## src/rtl/controler.sv

```systemverilog
// Multicycle MIPS main controller: Moore FSM that sequences fetch, decode,
// execute and writeback for lw, sw, R-type, beq, addi and j. It also holds the
// combinational ALU decoder that turns aluop/funct into an ALU control code.
module controler (
   input  logic       clk,
   input  logic       reset,
   input  logic [5:0] op,
   input  logic [5:0] funct,
   input  logic       zero,
   output logic       pcen,
   output logic       memwrite,
   output logic       irwrite,
   output logic       regwrite,
   output logic       alusrca,
   output logic       iord,
   output logic       memtoreg,
   output logic       regdst,
   output logic [1:0] alusrcb,
   output logic [1:0] pcsrc,
   output logic [3:0] alucontrol
);

   localparam logic [5:0] OP_LW   = 6'b100011;
   localparam logic [5:0] OP_SW   = 6'b101011;
   localparam logic [5:0] OP_R    = 6'b000000;
   localparam logic [5:0] OP_BEQ  = 6'b000100;
   localparam logic [5:0] OP_ADDI = 6'b001000;
   localparam logic [5:0] OP_J    = 6'b000010;

   typedef enum logic [3:0] {
      FETCH   = 4'd0,
      DECODE  = 4'd1,
      MEMADR  = 4'd2,
      MEMRD   = 4'd3,
      MEMWB   = 4'd4,
      MEMWR   = 4'd5,
      RTYPEEX = 4'd6,
      RTYPEWB = 4'd7,
      BEQEX   = 4'd8,
      ADDIEX  = 4'd9,
      ADDIWB  = 4'd10,
      JEX     = 4'd11
   } state_t;

   state_t     state_reg;
   state_t     state_next;
   logic [1:0] aluop;
   logic       pcwrite;
   logic       branch;

   // State register; reset abandons any in-flight instruction and returns to FETCH.
   always_ff @(posedge clk or posedge reset) begin
      if (reset) begin
         state_reg <= FETCH;
      end else begin
         state_reg <= state_next;
      end
   end

   // Next-state sequencing; decode dispatches on opcode, illegal opcodes drop back to FETCH.
   always_comb begin
      state_next = FETCH;
      case (state_reg)
         FETCH:   state_next = DECODE;
         DECODE: begin
            case (op)
               OP_LW,
               OP_SW:   state_next = MEMADR;
               OP_R:    state_next = RTYPEEX;
               OP_BEQ:  state_next = BEQEX;
               OP_ADDI: state_next = ADDIEX;
               OP_J:    state_next = JEX;
               default: state_next = FETCH;
            endcase
         end
         MEMADR:  state_next = (op == OP_SW) ? MEMWR : MEMRD;
         MEMRD:   state_next = MEMWB;
         MEMWB:   state_next = FETCH;
         MEMWR:   state_next = FETCH;
         RTYPEEX: state_next = RTYPEWB;
         RTYPEWB: state_next = FETCH;
         BEQEX:   state_next = FETCH;
         ADDIEX:  state_next = ADDIWB;
         ADDIWB:  state_next = FETCH;
         JEX:     state_next = FETCH;
         default: state_next = FETCH;
      endcase
   end

   // Moore control outputs decoded from the current state only.
   always_comb begin
      memwrite = 1'b0;
      irwrite  = 1'b0;
      regwrite = 1'b0;
      alusrca  = 1'b0;
      iord     = 1'b0;
      memtoreg = 1'b0;
      regdst   = 1'b0;
      alusrcb  = 2'b00;
      pcsrc    = 2'b00;
      aluop    = 2'b00;
      pcwrite  = 1'b0;
      branch   = 1'b0;
      case (state_reg)
         FETCH: begin
            alusrcb = 2'b01;
            irwrite = 1'b1;
            pcwrite = 1'b1;
         end
         DECODE: begin
            alusrcb = 2'b11;
         end
         MEMADR: begin
            alusrca = 1'b1;
            alusrcb = 2'b10;
         end
         MEMRD: begin
            iord = 1'b1;
         end
         MEMWB: begin
            memtoreg = 1'b1;
            regwrite = 1'b1;
         end
         MEMWR: begin
            iord     = 1'b1;
            memwrite = 1'b1;
         end
         RTYPEEX: begin
            alusrca = 1'b1;
            aluop   = 2'b10;
         end
         RTYPEWB: begin
            regdst   = 1'b1;
            regwrite = 1'b1;
         end
         BEQEX: begin
            alusrca = 1'b1;
            aluop   = 2'b01;
            pcsrc   = 2'b01;
            branch  = 1'b1;
         end
         ADDIEX: begin
            alusrca = 1'b1;
            alusrcb = 2'b10;
         end
         ADDIWB: begin
            regwrite = 1'b1;
         end
         JEX: begin
            pcsrc   = 2'b10;
            pcwrite = 1'b1;
         end
         default: begin
            aluop = 2'b00;
         end
      endcase
   end

   // PC enable: unconditional writes plus a taken branch when the ALU reports equality.
   always_comb begin
      pcen = pcwrite | (branch & zero);
   end

   // ALU decoder: fixed add/sub for aluop 00/01, funct-driven for R-type.
   always_comb begin
      alucontrol = 4'b0010;
      case (aluop)
         2'b00: alucontrol = 4'b0010;
         2'b01: alucontrol = 4'b0110;
         2'b10: begin
            case (funct)
               6'b100000: alucontrol = 4'b0010;
               6'b100010: alucontrol = 4'b0110;
               6'b100100: alucontrol = 4'b0000;
               6'b100101: alucontrol = 4'b0001;
               6'b101010: alucontrol = 4'b0111;
               default:   alucontrol = 4'b0010;
            endcase
         end
         default: alucontrol = 4'b0010;
      endcase
   end

endmodule

```

## config.mk

```make
export PLATFORM = sky130hd
export DESIGN_NAME = controler
export DESIGN_NICKNAME = d
export VERILOG_FILES = /design/src/rtl/controler.sv
export SDC_FILE = /design/constraint.sdc
export NUM_CORES = 1
export LEC_CHECK = 0
export ABC_AREA = 0
export BUFFER_PORTS_ARGS = -buffer_cell sky130_fd_sc_hd__buf_4
export CORE_MARGIN = 8
export CORE_UTILIZATION = 39
export CTS_CLUSTER_SIZE = 40
export DETAILED_ROUTE_END_ITERATION = 6
export PLACE_DENSITY = 0.74
export SYNTH_ARGS = -nofsm -noshare
export SYNTH_HDL_FRONTEND = slang
export SYNTH_SLANG_ARGS = --single-unit
```

## constraint.sdc

```tcl
create_clock -name clk -period 1.6 [get_ports clk]
set_input_delay 0.08 -clock clk [delete_from_list [all_inputs] [get_ports clk]]
set_output_delay 0.08 -clock clk [all_outputs]
set_load 0.005 [all_outputs]
```

==> run summary, run 1 <==
Clk network pwr share -> 10.6%
vertical die dimension -> 54.3 um
cell area after layout -> 1020 um2
WP data arrival -> 1.88 ns
startpoint of the most critical setup path -> state_reg[2]
Fin Hold WS -> 0.168 ns
critical path startpoint category -> register
Clock transition at path regs -> 0.04 ns
grt met3 use -> 1.90%
number of clock sinks -> 4
Routed WL -> 1820 um
DR iter-0 viols -> 9
CTS HTree Levels -> 1
worst r2r src -> state_reg[1]
total buffers and inverters traversed by the critical path -> 1
Die X-Extent -> 54.3 um
switching power of the nets -> 427 uW
GRT Overall Usage -> 12.1%
Area Overhead vs Synth -> 77.9%
met1 Use GR -> 14.7%
share of the clock period used by the worst path -> 122%
peak per-stage delay on the critical path -> 0.38 ns
type of the worst setup path -> reg -> out
unrepaired setup endpoints after global routing -> true
clock latency of the later-clocked register in the worst-skew pair -> 0.23 ns
data required time at the worst endpoint -> 1.52 ns
crit end category -> output pin
min setup slack post-route -> -0.358 ns
Final Non-Filler Cells -> 135
number of nets in the layout -> 139
Detailed Routing Iterations Pass 1 -> 4
P per Cell Area -> 1120 nW/um2
boundary pin count -> 31
total leakage power -> 0.000492 uW
Top delay family on crit path -> simple AND/OR/NAND/NOR gates
number of failing hold endpoints at the final stage -> 0
maximum number of pins on one net before global-route repair -> 13
violations in the final reports -> setup timing
number of gates on the worst path with buffers counted -> 6
CTS Root Cell -> sky130_fd_sc_hd__clkbuf_4
register-to-register path setup slack -> 0.11 ns
run status -> finished with violations
Sw Ratio -> 37.6%
number of synthesized register bits -> 4
max-cap viol count -> 0
half-perimeter wire length of the detailed placement result -> 1430 um
WL/cell -> 13.5 um
global route overflow -> 0
count of antenna diodes in the layout -> 0
sequential share of power -> 14.6%
count of distinct cell types in the synthesized netlist -> 40
total placed instance area -> 916 um2
number of routed nets with antenna violations -> 0
endpoint of the lowest-slack register-to-register path -> state_reg[2]
GPL Wtd Cong -> 0.766
Async S/R FF share, synth -> 100%
fmax -> 511 MHz
Hold/Removal Path Class -> in -> reg
DRC violation count after routing -> 0
met2 usage -> 18.9%
Total Power Consumption -> 1140 uW
proportion of layout cells with a drive suffix above 1 -> 51.3%
Starting Density -> 39.8%
cell count after synthesis -> 78
final number of setup-violating endpoints -> 3
Gate power share -> 74.8%
post-synthesis instance area -> 572 um2
first-pass GRT wire length -> 2640 um
critical path fanouts, max -> 3
register area share after synthesis -> 17.5%
P_int -> 708 uW
Synthesis Warnings -> 0
number of global-route vias before repair -> 639
number of vias per cell -> 5.33
number of rows created at floorplan -> 14
count of input and output buffers -> 29
hold depth -> 4
depth of the worst register-to-register path -> 4
maximum VDD drop -> 702 uV
number of nets in the synthesized netlist -> 96
Max Clock Skew -> 0.00182 ns
Final Critical Period -> 1.96 ns
area of the core region -> 1440 um2
max-slew violation count -> 0
Max stage delay cell, worst path -> sky130_fd_sc_hd__dfrtp_1
Synth Flop Type -> sky130_fd_sc_hd__dfrtp_1
die area -> 2950 um2
CTS Buf Count -> 3
maximum count of clock buffers along a single path -> 2
routed via count -> 719
Critical path destination -> alucontrol[2]
Setup WS pre-CTS -> -0.183 ns
number of flip-flops under the largest register name -> 4
most crowded layer after global routing -> met2
number of synthesized flops with an enable pin -> 0
number of antenna violations at the first check in global routing -> 0
synthesized area per cell -> 7.33 um2
dpl cells -> 130
clock tree from TritonCTS -> yes
crit path cell chain -> nand2b_4 -> or3_4 -> ha_4 -> nand4b_1 -> o41ai_2 -> buf_4
-- worst reg2reg max path: cells and delay by family, from the launching register on --
kind            cells  cell delay, ns
simple gates        2            0.68
flops               1            0.41
compound gates      1            0.17
buf+inv             1            0.15
-- layout by cell type (no fill, tap or decap), types with 2 or more instances in the layout --
master | netlist | routed
sky130_fd_sc_hd__buf_4 | 1 | 38
sky130_fd_sc_hd__buf_6 | 0 | 5
sky130_fd_sc_hd__clkbuf_4 | 0 | 3
sky130_fd_sc_hd__dfrtp_1 | 4 | 3
sky130_fd_sc_hd__ha_4 | 0 | 2
sky130_fd_sc_hd__inv_1 | 7 | 6
sky130_fd_sc_hd__nand2_1 | 4 | 4
sky130_fd_sc_hd__nand2b_1 | 4 | 2
sky130_fd_sc_hd__nand2b_4 | 0 | 2
sky130_fd_sc_hd__nand3_1 | 2 | 2
sky130_fd_sc_hd__nand4b_1 | 2 | 2
sky130_fd_sc_hd__nor2_1 | 9 | 9
sky130_fd_sc_hd__nor3_1 | 4 | 4
sky130_fd_sc_hd__o211ai_1 | 2 | 2
sky130_fd_sc_hd__o21ai_0 | 2 | 2
sky130_fd_sc_hd__xor2_1 | 3 | 3
-- cells in the mapped netlist (2+ instances only) --
cell	count	share of area (%)
sky130_fd_sc_hd__clkbuf_1	3	2.0
sky130_fd_sc_hd__o211ai_1	2	2.6
sky130_fd_sc_hd__ha_1	3	6.6
sky130_fd_sc_hd__nand3_1	2	1.8
sky130_fd_sc_hd__buf_1	2	1.3
sky130_fd_sc_hd__nand2b_1	4	4.4
sky130_fd_sc_hd__dfrtp_1	4	18
sky130_fd_sc_hd__xor2_1	3	4.6
sky130_fd_sc_hd__nand2_1	4	2.6
sky130_fd_sc_hd__nand4b_1	2	3.1
sky130_fd_sc_hd__nor3_1	4	3.5
sky130_fd_sc_hd__nor2_1	9	5.9
sky130_fd_sc_hd__inv_1	7	4.6
sky130_fd_sc_hd__or3_1	2	2.2
sky130_fd_sc_hd__o21ai_0	2	1.8
-- worst min path at each step --
stage	start	slack (ns)	end
after floorplan	reset	-0.15	state_reg[0]
after global placement	reset	-0.03	state_reg[3]
after detailed placement	reset	-0.03	state_reg[3]
after CTS	op[4]	0.16	state_reg[3]
after global routing	op[5]	0.20	state_reg[2]
final	op[4]	0.17	state_reg[3]
-- power by group through the flow --
stage	registers, uW	logic, uW	clock network [uW]
2_1_floorplan	166	395	0
3_3_place_gp	164	749	0
3_5_place_dp	164	761	0
4_1_cts	165	812	126
5_1_grt	169	912	129
6_report	166	849	121
-- cell type report --
type / count / area [um2]
timing repair buffer: 44 / 352
fill: 119 / 419
clock buffer: 3 / 22.5
sequential: 4 / 101
inverter: 7 / 26.3
multi-input combinational: 61 / 495
tap: 16 / 20.0
-- stage by stage --
stage          TNS, ns  utilization [%]
2_1_floorplan   -0.122                -
3_3_place_gp    -0.226             63.8
3_5_place_dp    -0.268             63.8
4_1_cts         -0.797             69.2
5_1_grt          -1.04             70.8
6_report        -0.847             70.8
-- cell families after synthesis --
logic type	Yosys count	synth area share [%]
AOI/OAI and AO/OA	13	17.7
xor gates and xnor gates	4	6.13
adders and majority gates	3	6.57
buffers and inverters	13	9.19
DFF	4	17.5
muxes	1	1.75
other	1	0.656
and+or+nand+nor	39	40.5
-- repair_timing --
action                     CTS  global route
hold endpoints to repair     4             0
pin swaps                    3             0
setup endpoints to repair    5             6
gates resized for setup      8             6
setup buffers                1             0
hold buffers                 1             0
-- layer usage --
layer / part of all wire, % / vias up
li1: - / 362
met1: 42 / 329
met2: 49 / 24
met3: 6.6 / 4
met4: 2.0 / 0
met5: 0 / -
Power figures use the tool's default switching activity.
==> run 2, diff against run 1 <==
==> constraint.sdc (replaced) <==
create_clock -name clk -period 1.6 [get_ports clk]
set_input_delay 0.08 -clock clk [delete_from_list [all_inputs] [get_ports clk]]
set_output_delay 0.08 -clock clk [all_outputs]
set_load 0.1 [all_outputs]
==> run 2 against run 1 <==
- the flow still finishes with violations (setup timing)
- critical path depth unchanged
- combinational power increased to 2.5 times the previous value
- register-to-register slack worse by 0.13 ns
- clock-buffer cell count unchanged
- worst hold slack got worse by 0.0083 ns
- utilization up 15 points
- worst setup slack worse by 0.19 ns
- clock skew up 0.0011 ns
- non-clock buffer count rose by 4
==> run summary, run 2 (synthesis results as in run 1) <==
DRC violation count after routing -> 0 (unchanged)
Detailed Routing Iterations Pass 1 -> 4 (unchanged)
Routed WL -> 2400 um (+32%)
Max stage delay cell, worst path -> sky130_fd_sc_hd__dfrtp_1
maximum count of clock buffers along a single path -> 2 (unchanged)
maximum number of pins on one net before global-route repair -> 12 (-1)
Total Power Consumption -> 2440 uW (+110%)
critical path startpoint category -> register
number of failing hold endpoints at the final stage -> 0 (unchanged)
CTS HTree Levels -> 1 (unchanged)
crit path cell chain -> nand2b_4 -> or3_4 -> ha_4 -> nand4b_1 -> o41ai_4 -> buf_6
first-pass GRT wire length -> 3320 um (+26%)
total leakage power -> 0.000562 uW (+14%)
worst max-slew margin expressed relative to the limit -> 65.7%
crit end category -> output pin
Setup WS pre-CTS -> -0.440 ns (-0.256 ns)
maximum VDD drop -> 1400 uV (+99%)
boundary pin count -> 31 (unchanged)
Die X-Extent -> 54.3 um (unchanged)
DR iter-0 viols -> 10 (+1)
fmax -> 466 MHz (-8.7%)
number of rows created at floorplan -> 14 (unchanged)
number of routed nets with antenna violations -> 0 (unchanged)
die area -> 2950 um2 (unchanged)
worst slew pin tran -> 0.508 ns
run status -> finished with violations
WL/cell -> 17.2 um (+28%)
WP data arrival -> 2.06 ns (+0.18 ns)
count of input and output buffers -> 29 (unchanged)
Max Clock Skew -> 0.00297 ns (+0.00115 ns)
final core area utilization -> 85.7% (+15 points)
Fin Hold WS -> 0.160 ns (-0.00825 ns)
number of global-route vias before repair -> 755 (+18%)
GRT Overall Usage -> 15.6% (+3.5 points)
final number of setup-violating endpoints -> 6 (+3)
routed via count -> 784 (+9.0%)
number of flip-flops under the largest register name -> 4 (unchanged)
# fillers -> 71 (-40%)
max-cap viol count -> 0 (unchanged)
Hold/Removal Path Class -> in -> reg
Clock transition at path regs -> 0.04 ns (about the same)
number of vias per cell -> 5.64 (+5.9%)
P per Cell Area -> 1980 nW/um2 (+77%)
peak per-stage delay on the critical path -> 0.37 ns (about the same)
Top delay family on crit path -> simple AND/OR/NAND/NOR gates
clock tree from TritonCTS -> yes
number of antenna violations at the first check in global routing -> 0 (unchanged)
Area Overhead vs Synth -> 115%
CTS Buf Count -> 3 (unchanged)
min setup slack post-route -> -0.544 ns (-0.187 ns)
critical path fanouts, max -> 2 (-1)
clock latency of the later-clocked register in the worst-skew pair -> 0.24 ns (about the same)
total buffers and inverters traversed by the critical path -> 1 (unchanged)
global route overflow -> 0 (unchanged)
number of nets in the layout -> 143 (+2.9%)
violations in the final reports -> setup timing
Starting Density -> 39.8% (unchanged)
most frequent cells in the layout -> sky130_fd_sc_hd__buf_4, sky130_fd_sc_hd__buf_6, sky130_fd_sc_hd__nor2_1, sky130_fd_sc_hd__buf_12, sky130_fd_sc_hd__inv_1
number of clock sinks -> 4 (unchanged)
unrepaired setup endpoints after global routing -> true
most common cell after layout, fill and taps aside -> sky130_fd_sc_hd__buf_4
data required time at the worst endpoint -> 1.52 ns (about the same)
area of the core region -> 1440 um2 (unchanged)
vertical die dimension -> 54.3 um (unchanged)
share of the clock period used by the worst path -> 134% (+12 points)
half-perimeter wire length of the detailed placement result -> 1550 um (+8.3%)
GPL Wtd Cong -> 0.784 (+2.4%)
Final Critical Period -> 2.14 ns (+0.187 ns)
max-slew violation count -> 0 (unchanged)
type of the worst setup path -> reg -> out
count of antenna diodes in the layout -> 0 (unchanged)
CTS Root Cell -> sky130_fd_sc_hd__clkbuf_4
proportion of layout cells with a drive suffix above 1 -> 61.8% (+11 points)
run 2: cell types whose count changed in the layout (fill, tap and decap cells not counted), sizes merged:
cell,change
buf,+4
run 2: path summary, 6_finish.rpt:
| kind | start | endpoint | slack (ns) | cells after the start |
|---|---|---|---|---|
| setup / recovery | state_reg[2] | alucontrol[2] | -0.54 | 6 |
| hold / removal | op[4] | state_reg[2] | 0.16 | 3 |
| setup reg to reg | state_reg[2] | state_reg[2] | -0.02 | 5 |
| hold reg to reg | state_reg[0] | state_reg[0] | 0.71 | 2 |
| max in group asynchronous | reset | state_reg[1] | 1.16 | 3 |
| min in group asynchronous | reset | state_reg[0] | 0.28 | 3 |
run 2: report_power, final:
part | internal, uW | leakage (uW) | switching, uW
registers | 135 | 0.0000514 | 39.2
clock network | 83.9 | 0.0000138 | 42.5
logic | 781 | 0.000497 | 1360
run 2: worst reg2reg max path: cells and delay by family (launching register included):
kind                   cells  cell delay [ns]
and+or+nand+nor            2             0.67
DFF                        1             0.37
buffers and inverters      2             0.31
AOI/OAI and AO/OA          1             0.18
run 2: cell type report:
| type | count | area (um2) | area share, % |
|---|---|---|---|
| clock buffers | 3 | 22.5 | 1.83 |
| flip-flops and latches | 4 | 101 | 8.23 |
| repair buffers | 48 | 480 | 39.0 |
| multi-input cells | 61 | 581 | 47.2 |
| well taps | 16 | 20.0 | 1.63 |
| inverters | 7 | 26.3 | 2.13 |
run 2: repair_timing:
action | CTS | global route
pin swaps | 5 | 4
gates cloned | 0 | 0
buffers inserted | 4 | 2
endpoints found under the hold margin | 4 | 0
resized for setup | 26 | 14
hold buffers | 1 | 0
setup endpoints to repair | 9 | 12
run 2: layer usage:
layer,vias to the layer above,part of all wire (%),track usage [%]
met5,-,0,0
met3,4,4.0,2.17
met1,379,38,17.0
met2,28,55,26.3
met4,0,2.3,12.3
li1,373,-,-
run 2: per-stage QoR:
step	cell area, um2	setup TNS (ns)	std cells
6_report	1230	-1.69	139
2_1_floorplan	689	-6.12	78
3_3_place_gp	978	-0.956	130
4_1_cts	1160	-1.56	138
5_1_grt	1230	-2.09	139
3_5_place_dp	978	-1.06	130
